--- config.mk ---
export PLATFORM = sky130hd
export DESIGN_NAME = output_port_arbiter_flat
export DESIGN_NICKNAME = d
export VERILOG_FILES = /design/src/rtl/output_port_arbiter_pkg.sv /design/src/rtl/output_port_arbiter_if.sv /design/src/rtl/output_port_arbiter_rr_arbiter.sv /design/src/rtl/output_port_arbiter.sv /design/src/flat_wrapper.sv
export SDC_FILE = /design/constraint.sdc
export NUM_CORES = 1
export LEC_CHECK = 0
export ABC_AREA = 1
export CAP_MARGIN = 25
export CORE_UTILIZATION = 39
export DETAILED_ROUTE_END_ITERATION = 8
export GPL_ROUTABILITY_DRIVEN = 1
export GPL_TIMING_DRIVEN = 1
export PLACE_DENSITY = 0.95
export SYNTH_ARGS = -nofsm -noshare
export SYNTH_HDL_FRONTEND = slang
export SYNTH_SLANG_ARGS = --single-unit
export TNS_END_PERCENT = 100
--- constraint.sdc ---
create_clock -name clk -period 4.3 [get_ports clk]
set_input_delay 0.43 -clock clk [delete_from_list [all_inputs] [get_ports clk]]
set_output_delay 0.43 -clock clk [all_outputs]
set_load 0.005 [all_outputs]
--- src/rtl/output_port_arbiter_pkg.sv ---
// Shared NoC constants and types: flit type encoding and arbiter FSM states.
// Imported by the output-port arbiter and by the input router.
package output_port_arbiter_pkg;

  localparam int DEF_NUM_PORTS = 5;
  localparam int DEF_FLIT_W    = 34;

  typedef enum logic [1:0] {
    FLIT_HEAD      = 2'b00,
    FLIT_BODY      = 2'b01,
    FLIT_TAIL      = 2'b10,
    FLIT_HEAD_TAIL = 2'b11
  } flit_type_e;

  typedef enum logic {
    ST_IDLE   = 1'b0,
    ST_LOCKED = 1'b1
  } arb_state_e;

  function automatic logic isHead(input logic [1:0] t);
    return (t == FLIT_HEAD) || (t == FLIT_HEAD_TAIL);
  endfunction

  function automatic logic isTail(input logic [1:0] t);
    return (t == FLIT_TAIL) || (t == FLIT_HEAD_TAIL);
  endfunction

endpackage

--- src/rtl/output_port_arbiter_if.sv ---
// Handshake bundle between the input routers, the output-port arbiter and the output link.
// The slave modport is the arbiter's view; master is the surrounding fabric's view.
interface output_port_arbiter_if #(
  parameter int NUM_PORTS = output_port_arbiter_pkg::DEF_NUM_PORTS,
  parameter int FLIT_W    = output_port_arbiter_pkg::DEF_FLIT_W
);

  logic [NUM_PORTS-1:0]        req_i;
  logic [NUM_PORTS-1:0]        valid_i;
  logic [NUM_PORTS*FLIT_W-1:0] flit_i;
  logic [NUM_PORTS-1:0]        ready_o;
  logic [FLIT_W-1:0]           flit_o;
  logic                        valid_o;
  logic                        ready_i;
  logic [NUM_PORTS-1:0]        grant_o;
  logic                        err_o;

  modport slave (
    input  req_i, valid_i, flit_i, ready_i,
    output ready_o, flit_o, valid_o, grant_o, err_o
  );

  modport master (
    output req_i, valid_i, flit_i, ready_i,
    input  ready_o, flit_o, valid_o, grant_o, err_o
  );

endinterface

--- src/rtl/output_port_arbiter_rr_arbiter.sv ---
// Combinational round-robin search: one-hot grant to the first request found
// scanning upward from (ptr_i + 1) modulo N.
module rr_arbiter #(
  parameter int N     = 5,
  parameter int PTR_W = 3
) (
  input  logic [N-1:0]     req_i,
  input  logic [PTR_W-1:0] ptr_i,
  output logic [N-1:0]     grant_o
);

  logic [PTR_W:0] cand;
  logic           found;

  // ptr_i < N and k <= N, so one conditional subtract is enough for the wrap
  always_comb begin
    grant_o = '0;
    found   = 1'b0;
    cand    = '0;
    for (int k = 1; k <= N; k++) begin
      cand = {1'b0, ptr_i} + (PTR_W+1)'(k);
      if (cand >= (PTR_W+1)'(N)) begin
        cand = cand - (PTR_W+1)'(N);
      end
      if (!found && req_i[cand[PTR_W-1:0]]) begin
        grant_o[cand[PTR_W-1:0]] = 1'b1;
        found                    = 1'b1;
      end
    end
  end

endmodule

--- src/rtl/output_port_arbiter.sv ---
// Wormhole output-port arbiter: locks the output link to one input from HEAD to TAIL,
// with round-robin selection among new packet heads.
module output_port_arbiter
  import output_port_arbiter_pkg::*;
#(
  parameter int NUM_PORTS = DEF_NUM_PORTS,
  parameter int FLIT_W    = DEF_FLIT_W
) (
  input  logic                 clk,
  input  logic                 arst,
  output_port_arbiter_if.slave bus
);

  localparam int PTR_W = (NUM_PORTS > 1) ? $clog2(NUM_PORTS) : 1;
  localparam logic [PTR_W-1:0] PTR_RESET = PTR_W'(NUM_PORTS - 1);

  arb_state_e           state_q;
  logic [NUM_PORTS-1:0] grant_q;
  logic [NUM_PORTS-1:0] grant_d;
  logic [PTR_W-1:0]     ptr_q;
  logic                 err_q;
  logic                 err_d;
  logic                 first_q;

  logic [NUM_PORTS-1:0] eligible;
  logic                 badIdle;
  logic [PTR_W-1:0]     grantIdx;
  logic [FLIT_W-1:0]    flitOut;
  logic                 validOut;
  logic [NUM_PORTS-1:0] readyOut;
  logic [1:0]           outType;
  logic                 xfer;

  always_comb begin
    eligible = '0;
    badIdle  = 1'b0;
    for (int i = 0; i < NUM_PORTS; i++) begin
      if (bus.req_i[i] && bus.valid_i[i]) begin
        if (isHead(bus.flit_i[i*FLIT_W + FLIT_W - 1 -: 2])) begin
          eligible[i] = 1'b1;
        end else begin
          badIdle = 1'b1;
        end
      end
    end
  end

  rr_arbiter #(
    .N     (NUM_PORTS),
    .PTR_W (PTR_W)
  ) u_rr (
    .req_i   (eligible),
    .ptr_i   (ptr_q),
    .grant_o (grant_d)
  );

  // Outputs are forced quiet while reset is asserted so an abandoned packet never leaks a flit
  always_comb begin
    grantIdx = '0;
    flitOut  = '0;
    validOut = 1'b0;
    readyOut = '0;
    for (int i = 0; i < NUM_PORTS; i++) begin
      if (grant_q[i]) begin
        grantIdx = PTR_W'(i);
      end
    end
    if ((state_q == ST_LOCKED) && !arst) begin
      for (int i = 0; i < NUM_PORTS; i++) begin
        if (grant_q[i]) begin
          flitOut  = bus.flit_i[i*FLIT_W +: FLIT_W];
          validOut = bus.valid_i[i] & bus.req_i[i];
        end
      end
      readyOut = grant_q & {NUM_PORTS{bus.ready_i}};
    end
    outType = flitOut[FLIT_W-1 -: 2];
    xfer    = validOut & bus.ready_i;
    err_d   = ((state_q == ST_IDLE) && badIdle) ||
              (xfer && !first_q && (outType == FLIT_HEAD));
  end

  // first_q marks that the packet's opening HEAD has not yet crossed the link
  always_ff @(posedge clk) begin
    if (arst) begin
      state_q <= ST_IDLE;
      grant_q <= '0;
      ptr_q   <= PTR_RESET;
      err_q   <= 1'b0;
      first_q <= 1'b0;
    end else begin
      err_q <= err_d;
      case (state_q)
        ST_IDLE: begin
          if (|eligible) begin
            state_q <= ST_LOCKED;
            grant_q <= grant_d;
            first_q <= 1'b1;
          end
        end
        ST_LOCKED: begin
          if (xfer) begin
            first_q <= 1'b0;
            if (isTail(outType)) begin
              state_q <= ST_IDLE;
              grant_q <= '0;
              ptr_q   <= grantIdx;
            end
          end
        end
      endcase
    end
  end

  assign bus.flit_o  = flitOut;
  assign bus.valid_o = validOut;
  assign bus.ready_o = readyOut;
  assign bus.grant_o = grant_q;
  assign bus.err_o   = err_q;

endmodule

--- src/flat_wrapper.sv ---
// flat-port wrapper written by rule: the top's interface ports become plain ports
module output_port_arbiter_flat import output_port_arbiter_pkg::*;
#(
  parameter int NUM_PORTS = DEF_NUM_PORTS,
  parameter int FLIT_W    = DEF_FLIT_W
)
  (clk, arst, bus_req_i, bus_valid_i, bus_flit_i, bus_ready_i, bus_ready_o, bus_flit_o, bus_valid_o, bus_grant_o, bus_err_o);
  output_port_arbiter_if #(.NUM_PORTS(NUM_PORTS), .FLIT_W(FLIT_W)) bus_i ();
  input  logic clk;
  input  logic arst;
  input wire logic [$bits(bus_i.req_i)-1:0] bus_req_i;
  input wire logic [$bits(bus_i.valid_i)-1:0] bus_valid_i;
  input wire logic [$bits(bus_i.flit_i)-1:0] bus_flit_i;
  input wire logic [$bits(bus_i.ready_i)-1:0] bus_ready_i;
  output wire logic [$bits(bus_i.ready_o)-1:0] bus_ready_o;
  output wire logic [$bits(bus_i.flit_o)-1:0] bus_flit_o;
  output wire logic [$bits(bus_i.valid_o)-1:0] bus_valid_o;
  output wire logic [$bits(bus_i.grant_o)-1:0] bus_grant_o;
  output wire logic [$bits(bus_i.err_o)-1:0] bus_err_o;
  assign bus_i.req_i = bus_req_i;
  assign bus_i.valid_i = bus_valid_i;
  assign bus_i.flit_i = bus_flit_i;
  assign bus_i.ready_i = bus_ready_i;
  assign bus_ready_o = bus_i.ready_o;
  assign bus_flit_o = bus_i.flit_o;
  assign bus_valid_o = bus_i.valid_o;
  assign bus_grant_o = bus_i.grant_o;
  assign bus_err_o = bus_i.err_o;
  output_port_arbiter #(.NUM_PORTS(NUM_PORTS), .FLIT_W(FLIT_W)) u_core (.clk(clk), .arst(arst), .bus(bus_i));
endmodule
# Word level (Yosys, flattened, before mapping)
# Index checks and enable logic that the tools add are counted.
[totals] regBits=11 latch_bits=0 mem_bits_rw=0 mem_bits_ro=0 in_bits=183 output_inout_bits=46 word_cells=175 mem_count=0
[classes] addsub=10 multipliers=0 div=0 magnitude_cmp=15 eq_ne=10 n_shift=0 muxes=82 bitwise=12 n_reduce_logical=41
[ops] cell="$mux W34" count=6
[ops] cell="$mux W1" count=46
[ops] cell="$mux W5" count=9
[ops] cell="$ge A4 B3 Y1 const B" count=5
[ops] cell="$lt A3 B4 Y1 const B" count=5
[ops] cell="$or A5 B5 Y5" count=4
[ops] cell="$logic_and A1 B1 Y1" count=18
[ops] cell="$mux W3" count=6
[ops] cell="$bmux W1 S3" count=5
[ops] cell="$demux W1 S3" count=5
[ops] cell="$ge A3 B1 Y1 const B" count=5
[ops] cell="$sub A3 B3 Y3 const B" count=5
[ops] cell="$eq A2 B2 Y1 const B" count=7
[ops] cell="$logic_not A2 Y1" count=6
[ops] cell="$pmux W5 S2" count=1
[ops] cell="$add A3 B2 Y4 const B" count=2
[ops] cell="$add A3 B3 Y4 const B" count=2
[ops] cell="$logic_or A1 B1 Y1" count=7
[ops] cell="$and A1 B1 Y1" count=6
[ops] cell="$logic_not A1 Y1" count=6
[ops] cell="$ne A2 B2 Y1 const B" count=3
[ops] cell="$reduce_and A3 Y1" count=2
[ops] cell="$and A5 B5 Y5" count=1
[ops] cell="$reduce_or A5 Y1" count=1
[ops] cell="5 further kinds" count=7

# Logic depth before layout (Yosys ltp)
# Gate-level depths: netlist (run 1).
[depth] word_depth=21 depth_mapped=22 depth_no_buf=21

# Hierarchy
# Synthesis (run 1) repeated with hierarchy kept, for this count alone.
[unflattened] cells_unflattened=608 hier_area_um2=3285.7
[by_module_without_submodules] mod="output_port_arbiter" instances=1 cells_each=382 area_each_um2=2069.5 seq_area_each_um2=220.2
[by_module_without_submodules] mod="rr_arbiter" instances=1 cells_each=226 area_each_um2=1216.2 seq_area_each_um2=0.0

# Least setup slack after synthesis (run 1)
# No wires, ideal clock.
[synth_timing] path_type="flip-flop to flip-flop" from="register u_core.ptr_q[0]" to="register u_core.grant_q[1] (netlist: u_core.bus.grant_o[1])" t_arrival_ns=2.548 t_required_ns=4.232 slack_ns=1.683 path_stages_with_launch=21 path_buffers=1 synth_period_minus_slack_ns=2.617 cell_sequence="dfxtp_1 > inv_2 > buf_2 > ha_1 > inv_1 > fa_1 > inv_1 > nand2_1 > nand2_2 > nand2_1 > nand2_1 > nor2_1 > nand3_1 > nand3_1 > nor2_1 > nand3_4 > nor2_1 > nor2_1 > nand3_1 > nand2_1 > a21oi_2"
[synth_via] elab_chain_cells=20
[synth_lines] element="start, declared" line="output_port_arbiter.sv:20" text="logic [PTR_W-1:0] ptr_q;"
[synth_lines] element="start signal, assigned" line="output_port_arbiter.sv:107" text="ptr_q <= grantIdx;"
[synth_lines] element="branches (longest 17 deep; another with $add A3 B1 Y4)"
[synth_lines] element="$mux W5 (*)" line="output_port_arbiter_rr_arbiter.sv:25" text="if (!found && req_i[cand[PTR_W-1:0]]) begin"
[synth_lines] element="$mux W5 (*)" line="output_port_arbiter.sv:95" text="if (|eligible) begin"
[synth_lines] element="$pmux W5 S2 (*)" line="output_port_arbiter.sv:93" text="case (state_q)"
[synth_lines] element="end signal, assigned" line="output_port_arbiter.sv:97" text="grant_q <= grant_d;"
[synth_lines] element="end, declared" line="output_port_arbiter.sv:18" text="logic [NUM_PORTS-1:0] grant_q;"
# Mark *: on every way between the ends. The select of a mux whose other input is x is not followed.
# A chain may end at the register's enable or synchronous reset.

# Final worst setup path (run 1)
[layout_timing] from="register u_core.grant_q[3] (netlist: u_core.bus.grant_o[3])" to="output port bus_flit_o[24]"
[layout_via] elab_chain_cells=3
[layout_lines] element="$mux W34 (2 in series)" line="output_port_arbiter.sv:70" text="if (grant_q[i]) begin"
[layout_lines] element="$mux W34" line="output_port_arbiter.sv:68" text="if ((state_q == ST_LOCKED) && !arst) begin"
[layout_lines] element="end, declared" line="flat_wrapper.sv:16" text="output wire logic [$bits(bus_i.flit_o)-1:0] bus_flit_o;"
# No other way between the ends.

==> results of run 1 <==
==> how the worst max path moves through the flow <==
| stage | end | slack [ps] | cells after the start |
|---|---|---|---|
| 6_report | bus_flit_o[24] | 1000 | 6 |
| 4_1_cts | bus_flit_o[24] | 1020 | 6 |
| 5_1_grt | bus_flit_o[0] | 850 | 7 |
| 3_5_place_dp | bus_flit_o[24] | 1230 | 5 |
| 3_3_place_gp | bus_flit_o[24] | 1300 | 5 |
| 2_1_floorplan | u_core.bus.grant_o[1]$_SDFFE_PP0P_ | 1680 | 20 |
==> kinds of logic after synthesis <==
family,after synthesis
and+or+nand+nor,291
AOI/OAI and AO/OA,179
buffers and inverters,79
adders and majority gates,11
DFF,11
xor gates and xnor gates,5
==> Yosys cell counts, types with 4 or more instances <==
master    count
nor3_1       12
o22ai_1      18
nand2_1     118
or2_2         6
a22oi_1      19
xnor2_1       4
a21oi_1      55
nor2_2        4
ha_1         10
a21oi_2       5
inv_1        33
buf_2         4
inv_2         9
nand4_1      17
a221o_1      14
o21ai_0      39
o211ai_1     14
nand3_1      34
clkbuf_1     28
nor2_1       83
dfxtp_1      11
o21ai_1       6
nand2_2       8
==> report_power, final <==
group | switching (mW) | internal (mW) | total (mW)
logic | 0.180 | 0.243 | 0.424
clock network | 0.0422 | 0.0653 | 0.108
registers | 0.00534 | 0.108 | 0.113
total | 0.228 | 0.416 | 0.644
==> metrics by stage <==
stage / util [%] / total power [mW] / cell area, um^2
global route: 71.4 / 0.679 / 5540
floorplan: - / 0.281 / 3150
CTS: 71.0 / 0.636 / 5520
finish: 71.4 / 0.644 / 5540
detailed placement: 70.4 / 0.528 / 5470
global placement: 70.4 / 0.521 / 5470
==> registers in the layout, indices dropped and copies added, names as in the netlist <==
name / flops
u_core.ptr_q: 3
u_core.state_q: 1
u_core.first_q: 1
u_core.bus.grant_o: 5
u_core.bus.err_o: 1
==> area by class of cell <==
cell class | count | area [um^2]
Inverter | 43 | 161
Timing Repair Buffer | 236 | 2360
Fill cell | 663 | 2220
Clock buffer | 4 | 45.0
Multi-Input combinational cell | 486 | 2630
Tap cell | 102 | 128
Sequential cell | 11 | 220
==> per-layer routing <==
metal | part of all wire, % | up-vias | global-route usage (%)
li1 | - | 2419 | -
met1 | 37 | 2330 | 42.4
met2 | 47 | 332 | 60.8
met3 | 12 | 44 | 9.04
met4 | 3.5 | 0 | 12.0
met5 | 0 | - | 0
==> critical path: cells and delay by family, from the launching register on <==
family | cells | cell delay [ps]
DFF | 1 | 740
AOI/OAI and AO/OA | 1 | 70
and+or+nand+nor | 3 | 710
buffers and inverters | 2 | 1100
==> results.cfg, run 1 <==
[critical_path]
critical_path_class = reg2out
cp_slowest_stage_delay_ps = 740
r2r_slack_ps = 1230
required_ps = 3870
crit_start = u_core.bus.grant_o[3]$_SDFFE_PP0P_
critPathLaunchType = register
path_max_fanout = 20
regToRegEndpoint = u_core.bus.grant_o[0]$_SDFFE_PP0P_
reg2regPathDepth = 18
slowest_stage = dfxtp_1
reg2reg_from = u_core.ptr_q[1]$_SDFFE_PP0P_
endpoint_kind = primary output
crit_arrival_ps = 2870
crit_path_cell_trace = nor2_1 -> inv_1 -> or2_2 -> a31oi_1 -> nor3_1 -> clkdlybuf4s50_1

[synthesis]
synth-adder-area-share_pct = 4.60
synth_top_family_by_area = simple AND/OR/NAND/NOR gates
ys_ff_latch = 11
synth_edf_count = 0
syn_nets = 770
netlist-cell-type-count = 40
synth_warnings = 0
yosys.area_share.simple_pct = 41.9
synth.area.top_cells = nand2_1 14%, nor2_1 9.9%, a21oi_1 8.7%
syn-cell-area_um2 = 3150
synth-compound-area-share_pct = 35.3
async_flop_share_pct = 0
synth_flop_cell = dfxtp_1
synth.mux.area_fraction_pct = 0
synth-xor-area-share_pct = 1.39
synth_top_area_share_pct = 14.0
syn_area_per_cell_um2 = 5.48
netlist_instances = 576
synth_seq_area_share_pct = 6.98
synth_top_cell_by_area = nand2_1

[placed_design]
numPortBuffers = 228
place_congestion = 1.02
dp_hpwl_um = 12600
placed_cells = 877
dp_slack_ps = 1230

[floorplanning]
rows = 32
core_um2 = 7770
die_x_um = 91.9
fp.dieH_um = 91.9
die_area_um2 = 8450
pin_count = 229
initial_utilization_pct = 40.6

[detailed_routing]
drt_iter0_drc = 390
wl_um = 15900
detail_route.wl_per_cell_um = 18.0
dr_total_vias = 5125
drtAntennaViolNets = 0
drc = 0
vias_per_cell = 5.81
first_pass_iters = 5

[timing]
period_share_pct = 76.7
setup_ws_ps = 1000
hold_ws_ps = 466
clock_skew_ps = 7.19
worstMarginPinSlew_ps = 670
hold_violations = 0
drv_slew = 0
max_freq_mhz = 303
timing.setup.tns_ps = 0
maxSlewHeadroom_pct = 55.3
period_needed_ps = 3300
setup_viol = 0
rsz0062_at_grt = no

[final_layout]
layout_commonest_cell = clkdlybuf4s50_1
layout.nets = 975
layoutNonFillerInstCount = 882
final_cell_mix = 228 x clkdlybuf4s50_1, 118 x nand2_1, 82 x nor2_1, 55 x a21oi_1, 39 x o21ai_0
area_growth_pct = 75.8
drive_above_1_share_pct = 7.05
antennaDiodeCount = 0

[clocking]
cts-resized-gates = 0
clk_latency_ps = 250
clockBufferDepth = 2
cts_tree = built
cts_buffers = 3
cts.sinks = 11
cts.clk_slew.worst_paths_ps = 50
cts.root.buffer_cell = clkbuf_8
cts_max_level = 1
hold_buffers = 0
cts_setup_buffers = 0

[outcome]
outcome = finished clean

[global_route]
grt_max_degree = 41
grt_pass1_vias = 4630
antenna_found_initial = 0
grt_use_total_pct = 35.3
grt_first_pass_wirelength_um = 23600
grt_overflow = 0

[run]
max-cap-violations = 0

[pwr]
p_per_area_nw_per_um2 = 116
ir_worst_vdd_mv = 0.101
p_leak_nw = 2.20

[min_path]
whs_path_depth = 2
min_to = u_core.first_q$_SDFFE_PP0P_
hold_path.startpoint = u_core.first_q$_SDFFE_PP0P_
hp-class = reg2reg
Note: power is estimated with default switching activity, not from simulation.
==> inputs of run 2 (changes only) <==
--- a/config.mk
+++ b/config.mk
@@ -7,11 +7,11 @@
 export LEC_CHECK = 0
 export ABC_AREA = 1
 export CAP_MARGIN = 25
-export CORE_UTILIZATION = 39
+export CORE_UTILIZATION = 32
 export DETAILED_ROUTE_END_ITERATION = 8
 export GPL_ROUTABILITY_DRIVEN = 1
 export GPL_TIMING_DRIVEN = 1
-export PLACE_DENSITY = 0.95
+export PLACE_DENSITY = 0.88
 export SYNTH_ARGS = -nofsm -noshare
 export SYNTH_HDL_FRONTEND = slang
 export SYNTH_SLANG_ARGS = --single-unit
==> constraint.sdc (replaced) <==
create_clock -name clk -period 2.8 [get_ports clk]
set_input_delay 0.28 -clock clk [delete_from_list [all_inputs] [get_ports clk]]
set_output_delay 0.28 -clock clk [all_outputs]
set_load 0.005 [all_outputs]
==> run 2 against run 1 <==
  * Clock-buffer cell count stayed put
  * Power rose by 54%
  * Clock skew increased by 1.4 ps
  * Sequential power increased by 52%
  * Global-route usage shrank 7.6 points
  * Combinational power is 54% higher
  * Non-clock buffer count rose by 15
  * Largest cell class unchanged
==> results.cfg, run 2 (synthesis results as in run 1) <==
[outcome]
outcome = finished clean

[timing]
period_share_pct = 91.7
period_needed_ps = 2570
worstMarginPinSlew_ps = 595
setup_ws_ps = 231
clock_skew_ps = 8.59
maxSlewHeadroom_pct = 60.3
hold_ws_ps = 476
max_freq_mhz = 389
hold_violations = 0
setup_viol = 0
drv_slew = 0
rsz0062_at_grt = yes

[global_route]
grt_max_degree = 37
grt_first_pass_wirelength_um = 22600
antenna_found_initial = 0
grt_use_total_pct = 27.8
grt_pass1_vias = 4652
grt_overflow = 0

[critical_path]
slowest_stage = clkdlybuf4s50_1
path_buf_inv = 3
cp_slowest_stage_delay_ps = 510
crit_path_cell_trace = buf_4 -> a21oi_1 -> nand2_1 -> o21ai_1 -> nand2_1 -> o21ai_1 -> a21oi_1 -> nand2_1 -> inv_1 -> clkdlybuf4s50_1
crit_arrival_ps = 2290
critical_path_class = reg2out
critPathLaunchType = register
path_delay_family = buffers and inverters
path_max_fanout = 36
cpMostUsedCell = nand2_1
required_ps = 2520
endpoint_kind = primary output
r2r_slack_ps = 250

[clocking]
cts_tree = built
cts_buffers = 3
cts.sinks = 11
clockBufferDepth = 2
cts_max_level = 1
cts.clk_slew.worst_paths_ps = 60
clk_latency_ps = 250
cts.root.buffer_cell = clkbuf_8
cts_setup_buffers = 0

[final_layout]
largest_reg_flops = 5
area_growth_pct = 81.0
layoutNonFillerInstCount = 924
layout.nets = 990
utilization_pct = 60.6
layout_commonest_cell = clkdlybuf4s50_1
final_cell_mix = 228 x clkdlybuf4s50_1, 117 x nand2_1, 80 x nor2_1, 55 x a21oi_1, 39 x o21ai_0
drive_above_1_share_pct = 9.56
antennaDiodeCount = 0

[floorplanning]
die_area_um2 = 10300
pin_count = 229
die_x_um = 101
initial_utilization_pct = 33.5
rows = 35
core_um2 = 9420
fp.dieH_um = 101

[detailed_routing]
drc = 0
drt_iter0_drc = 440
dr_total_vias = 4958
detail_route.wl_per_cell_um = 16.4
wl_um = 15200
drtAntennaViolNets = 0
vias_per_cell = 5.37
first_pass_iters = 5

[pwr]
ir_worst_vdd_mv = 0.104
p_leak_nw = 2.27
p_per_area_nw_per_um2 = 174

[placed_design]
dp_slack_ps = 217
numPortBuffers = 228
placed_cells = 920
place_congestion = 0.938
dp_hpwl_um = 12100

[run]
max-cap-violations = 0

[min_path]
hp-class = reg2reg
-- run 2: cell count changes in the layout (fill, tap and decap cells not counted), sizes merged --
cell / previous run / this run
buf: 8 / 23
-- run 2: path summary, 6_finish.rpt --
kind                                                         start                                 end  cells past startpoint
worst min-delay path                   u_core.first_q$_SDFFE_PP0P_         u_core.first_q$_SDFFE_PP0P_                      2
worst min register to register         u_core.first_q$_SDFFE_PP0P_         u_core.first_q$_SDFFE_PP0P_                      2
worst max register to register        u_core.ptr_q[0]$_SDFFE_PP0P_  u_core.bus.grant_o[4]$_SDFFE_PP0P_                     19
worst max-delay path            u_core.bus.grant_o[1]$_SDFFE_PP0P_                      bus_flit_o[33]                     10
-- run 2: layer usage --
layer  global-route usage, %  routed length (um)
met1                    33.2                5940
met2                    47.9                7210
met3                    8.35                1710
met4                    8.03                 334
met5                       0                   0
-- run 2: tightest hold or removal path, delay by kind of cell (launching register included) --
family | cells | cell delay (ps)
AO/OA/AOI/OAI | 1 | 60
flip-flops | 1 | 310
AND/OR/NAND/NOR | 1 | 60
-- run 2: layout make-up --
type                       instances  area, um^2
timing repair buffer             251        2470
inverter                          43         164
sequential                        11         221
multi-input combinational        486        2650
clock buffer                       4        45.0
tap                              129         161
fill                             866        3710
-- run 2: repair_timing --
action,4_1_cts,5_1_grt
endpoints found under the hold margin,0,0
hold buffers,0,0
endpoints found under the setup margin,0,7
gates resized for setup,0,10
-- run 2: stage by stage --
stage	TNS, ps	instance area (um^2)	power (mW)
6_report	0	5710	0.994
5_1_grt	-38.9	5710	1.06
4_1_cts	0	5680	0.987
3_5_place_dp	0	5640	0.816
3_3_place_gp	0	5640	0.812
2_1_floorplan	0	3150	0.432
-- run 2: where the power goes --
part	leakage (nW)	internal, mW	switching [mW]	total, mW
sequential	0.0903	0.165	0.00674	0.172
clock	0.0228	0.101	0.0700	0.171
combinational	2.16	0.380	0.272	0.652
total	2.27	0.645	0.349	0.994
